<file path="src/rtl/mod_updown_counter.sv">
// mod_updown_counter: up/down counter modulo a runtime terminal value, wrap or saturate
//   clk, rst      : clock, asynchronous active-high reset
//   en, clr, load : step enable, synchronous clear, synchronous load (clr > load > en)
//   load_val      : load value, clamped to max_val
//   dir, mode     : 1 = up / 0 = down; 0 = wrap / 1 = saturate
//   max_val       : terminal value, count range 0..max_val
//   cnt           : registered count
//   tc            : combinational terminal count for cascading into the next stage's en
//   wrap, ovf     : one-cycle wrap pulse, sticky overflow/underflow flag
module mod_updown_counter #(
    parameter int WIDTH = 3,
    parameter logic [WIDTH-1:0] RESET_VAL = '0
) (
    input  logic             clk,
    input  logic             rst,
    input  logic             en,
    input  logic             clr,
    input  logic             load,
    input  logic [WIDTH-1:0] load_val,
    input  logic             dir,
    input  logic             mode,
    input  logic [WIDTH-1:0] max_val,
    output logic [WIDTH-1:0] cnt,
    output logic             tc,
    output logic             wrap,
    output logic             ovf
);
    logic             term;
    logic             step_term;
    logic [WIDTH-1:0] step_val;
    logic [WIDTH-1:0] cnt_nxt;
    logic             wrap_nxt;
    logic             ovf_nxt;

    // >= rather than == so a stale count above a lowered max_val still terminates
    assign term      = dir ? (cnt >= max_val) : (cnt == '0);
    assign tc        = en & ~clr & ~load & term;
    assign step_term = en & term;

    always_comb begin
        step_val = dir ? (term ? (mode ? max_val : '0) : cnt + 1'b1)
                       : (term ? (mode ? '0 : max_val) : cnt - 1'b1);
        cnt_nxt  = clr  ? '0
                 : load ? ((load_val > max_val) ? max_val : load_val)
                 : en   ? step_val
                 : cnt;
        wrap_nxt = ~clr & ~load & step_term & ~mode;
        ovf_nxt  = ~clr & (ovf | (~load & step_term));
    end

    always_ff @(posedge clk or posedge rst) begin
        if (rst) begin
            cnt  <= RESET_VAL;
            wrap <= 1'b0;
            ovf  <= 1'b0;
        end else begin
            cnt  <= cnt_nxt;
            wrap <= wrap_nxt;
            ovf  <= ovf_nxt;
        end
    end
endmodule

</file>
<file path="config.mk">
export PLATFORM = sky130hd
export DESIGN_NAME = mod_updown_counter
export DESIGN_NICKNAME = d
export VERILOG_FILES = /design/src/rtl/mod_updown_counter.sv
export SDC_FILE = /design/constraint.sdc
export NUM_CORES = 1
export LEC_CHECK = 0
export ABC_AREA = 1
export CAP_MARGIN = 5
export CELL_PAD_IN_SITES_DETAIL_PLACEMENT = 0
export CELL_PAD_IN_SITES_GLOBAL_PLACEMENT = 1
export CORE_MARGIN = 2
export CORE_UTILIZATION = 30
export DETAILED_ROUTE_END_ITERATION = 8
export GPL_TIMING_DRIVEN = 0
export PLACE_DENSITY = 0.85
export SYNTH_ARGS = -nofsm -noshare
export SYNTH_HDL_FRONTEND = slang
export SYNTH_SLANG_ARGS = --single-unit
</file>
<file path="constraint.sdc">
create_clock -name clk -period 2.2 [get_ports clk]
set_clock_uncertainty 0.2 [all_clocks]
set_input_delay 0.44 -clock clk [delete_from_list [all_inputs] [get_ports clk]]
set_output_delay 0.44 -clock clk [all_outputs]
set_load 0.005 [all_outputs]
</file>
* After elaboration in Yosys (flattened, before gate mapping)
Cells that the tools add are included.
Widths: inputs -> output; s select.
** Word-level totals
- Flip-flop bits (word level) :: 5
- Input bits :: 13
- Word-level logic and storage cells :: 32
** Cells by class
- Add/subtract/negate cells :: 2
- Magnitude comparators :: 2
- Multiplexer cells :: 10
- Bitwise logic cells :: 13
- Reduce and logical (&&, ||, !) cells :: 2
** Operator list (count)
- $mux 3 :: 9
- $and 1x1->1 :: 9
- $add 3x1->3 const B :: 1
- $ge 3x3->1 :: 1
- $gt 3x3->1 :: 1
- $logic_not 3->1 :: 1
- $not 1->1 :: 3
- $reduce_bool 3->1 :: 1
- $sub 3x1->3 const B :: 1
- $mux 1 :: 1
- $or 1x1->1 :: 1

* Logic depth before layout (Yosys ltp)
- Word-level depth :: 7
- Mapped depth :: 12

* Worst setup path before layout
No wires, ideal clock.
- Path kind :: input to output
- Start :: in max_val[2]
- End :: out tc
- Arrival time :: 1.288 ns
- Required time :: 1.560 ns
- Slack :: 0.272 ns
- Stages :: 10
- Path buffers :: 0
- Cell sequence :: inv_1 ha_1 nand2_1 inv_1 nor2_2 nand2_2 nand2_4 inv_1 nand3_1 inv_1
** On the way
- Longest elaborated chain between the ends :: 3
** Ends and longest elaborated chain
- start: declaration :: line 22 : input logic [WIDTH-1:0] max_val,
- $ge 3x3->1 :: line 36 : assign term = dir ? (cnt >= max_val) : (cnt == '0);
- $mux 1 :: line 36
- $and 1x1->1 :: line 37 : assign tc = en & ~clr & ~load & term;
- end: declaration :: line 24 : output logic tc,
No other way between the ends.

* Final worst setup path
- Start :: reg cnt[1]
- End :: out tc
** On the way
- Longest elaborated chain between the ends :: 3
- Elaborated cells between the ends (all ways) :: 4
- Those cells by class :: order compare: 1; mux: 1; bitwise: 1; reduce/logical: 1
** Ends and longest elaborated chain
- start: declaration :: line 23 : output logic [WIDTH-1:0] cnt,
- start signal: assignment :: line 57 : cnt <= cnt_nxt;
- $ge 3x3->1 / $logic_not 3->1 (equally long branches) :: line 36
- $mux 1 * :: line 36
- $and 1x1->1 * :: line 37
Mark *: on every way between the ends. The rest lies on a longest branch, timed or not.

==> metrics.yaml <==
coreArea_um2: 1942
cts.sinks: 5
start_kind: "flop"
antenna_found_initial: 0
fin_crit_sh_pct: 97.04
syn_inst: 100
grt_usage_pct: 15.81
dp_slack_ps: -864.1
die_h_um: 49.25
h-tree-depth: 1
drc: 0
rsz0062_at_grt: "true"
port_buffers: 18
clock_path_buffers: 2
cp_num_buf_inv: 4
status: "finished, final reports clean"
grt_max_degree: 6
fin_hold_ws_ps: 195.1
routed_via_density: 4.375
hold_viol_final: 0
syn2layout_area_growth_pct: 61.30
crit_fanout: 4
synthTopCellsByCount: "nand2_1 (29), inv_1 (22), nand3_1 (16), ha_1 (9), nor2_1 (7)"
cp.arrival_ps: 1490
fmax_ghz: 0.4684
p_per_area_nw_per_um2: 486.3
ys_ff_latch: 5
grt.met1_usage_pct: 20.60
cts_buffers: 3
yosysMostFrequentCell: "nand2_1"
path_common_cell: "inv_2"
first_pass_iters: 4
syn_avg_cell_area_um2: 6.143
path_clk_slew_ps: 50
cp.depth: 10
ys.warnings.count: 0
synth_largest_area_cell: "dfrtp_1"
timing.final.ws_setup_ps: 65.07
final_net_count: 156
relSlewSlack_pct: 85.90
critPathRequiredTime_ps: 1560
die_w_um: 49.25
worst_slew_pin_slew_ps: 211.4
criticalPathCategory: "reg2out"
num_antenna_cells: 0
slowest_stage: "dfrtp_2"
fp-row-count: 16
synthFlopType: "dfrtp_1"
synth_top_area_share_pct: 20.37
reg2reg_depth: 11
setup_violations: 0
placed_area_um2: 828.3
cts_tree: "done"
critPathMaxStageDelay_ps: 440
netlist_area_um2: 614.3
post-route-min-period_ps: 2135
start_util_pct: 31.64
maxSlewViolCount: 0
leakagePower_nw: 0.5333
use_met2_pct: 28.15
ios: 19
synth-seq-area-share_pct: 20.37
synth_edf_count: 0
drtIter0Drc: 10
vias: 700
fin_area_um2: 991.0
synth_nets: 122
root_buffer: "clkbuf_4"
peakVddDrop_uv: 283.2
finalSetupTns_ps: 0
hold_class: "in2async"
layout-drive-gt1-share_pct: 30.83
grt_pass1_wl_um: 2980
cp_top_family: "flip-flops"
grt_pass1_vias: 674
drv_cap: 0
ys_async_sr_fraction_pct: 100.0
routed_wl_um: 1755
grt_busiest_layer: "met2"
synth_area_leaders: "dfrtp_1 (20%), ha_1 (18%), nand2_1 (18%), inv_1 (13%), nand3_1 (13%)"
insertion_delay_ps: 240
dieArea_um2: 2426
cp-end-kind: "primary output"
cp_cell_sequence: "ha_4 -> nand2_2 -> inv_2 -> nand2_2 -> nand2_4 -> nand2_4 -> inv_2 -> nand3_2 -> inv_2 -> buf_6"
grt-ovfl-total: 0
yosysUniqueCellTypes: 14
ant_nets: 0
avgRoutedWirePerCell_um: 10.97
gp_congestion: 0.8016
hpwl_um: 1184
grtUsageMet3_pct: 1.534
[power breakdown]
part / leakage (nW) / internal [mW] / switching, mW
logic: 0.455 / 0.129 / 0.131
clock network: 0.0150 / 0.0687 / 0.0396
registers: 0.0633 / 0.103 / 0.0102
total: 0.533 / 0.301 / 0.181
[worst paths after layout]
path / from / end / slack (ps)
max: cnt[1]$_DFFE_PP0P_ / tc / 70
min: rst / cnt[0]$_DFFE_PP0P_ / 200
max reg2reg: cnt[1]$_DFFE_PP0P_ / wrap$_DFF_PP0_ / 450
min reg2reg: ovf$_DFF_PP0_ / ovf$_DFF_PP0_ / 330
max in group asynchronous: rst / cnt[2]$_DFFE_PP0P_ / 1420
min in group clk: ovf$_DFF_PP0_ / ovf$_DFF_PP0_ / 330
[stage by stage]
step,std cells,util (%),power [mW]
6_report,160,51.03,0.4819
3_5_place_dp,145,42.65,0.3066
5_1_grt,160,51.03,0.5248
4_1_cts,158,48.71,0.4554
2_1_floorplan,100,-,0.2327
3_3_place_gp,145,42.65,0.3015
[what timing repair did]
action / 4_1_cts / 5_1_grt
pin swaps: 4 / 7
gates resized for setup: 24 / 14
hold buffers: 0 / 0
setup buffers: 9 / 2
endpoints found under the setup margin: 1 / 1
[logic make-up after synthesis]
kind of cell | count (synthesis) | share of synthesized area (%)
AND/OR/NAND/NOR | 57 | 40.94
buffers and inverters | 22 | 13.44
adder cells (fa/ha/maj) | 9 | 18.33
AO/OA/AOI/OAI | 6 | 5.499
flip-flops | 5 | 20.37
XOR/XNOR | 1 | 1.426
[flip-flops by register name, summed over array words and instances (netlist names)]
register / count
cnt: 3
ovf: 1
wrap: 1
[worst register-to-register path, cell delays in order, from the launching register on]
cell and delay, ps:
dfrtp_2 440, ha_4 270, nand2_2 40, inv_2 40, nand2_2 60, nand2_4 80
nand2_4 50, inv_2 60, nand3_2 70, buf_4 140, buf_4 120, nor2_1 110
[cell type report]
cell class / instances / area, um2
fillers: 189 / 950.9
multi-input cells: 73 / 469.2
repair buffers: 29 / 251.5
flip-flops and latches: 5 / 127.6
inverters: 22 / 82.58
well taps: 27 / 33.78
clock buffers: 4 / 26.28
[placed cells by master (no fill, tap or decap), types with 5 or more instances in the layout]
cell type	synthesis	routed
clkdlybuf4s50_1	0	13
nor2_1	7	7
ha_1	9	6
nand3_1	16	15
buf_4	0	10
nand2_1	29	25
nand2_2	2	5
inv_2	0	7
inv_1	22	15
[metal layers]
layer	vias up	wire length [um]
met1	306	809
met2	15	889
met3	0	56
li1	379	-
met5	-	0
met4	0	0
Note: power is estimated with default switching activity, not from simulation.
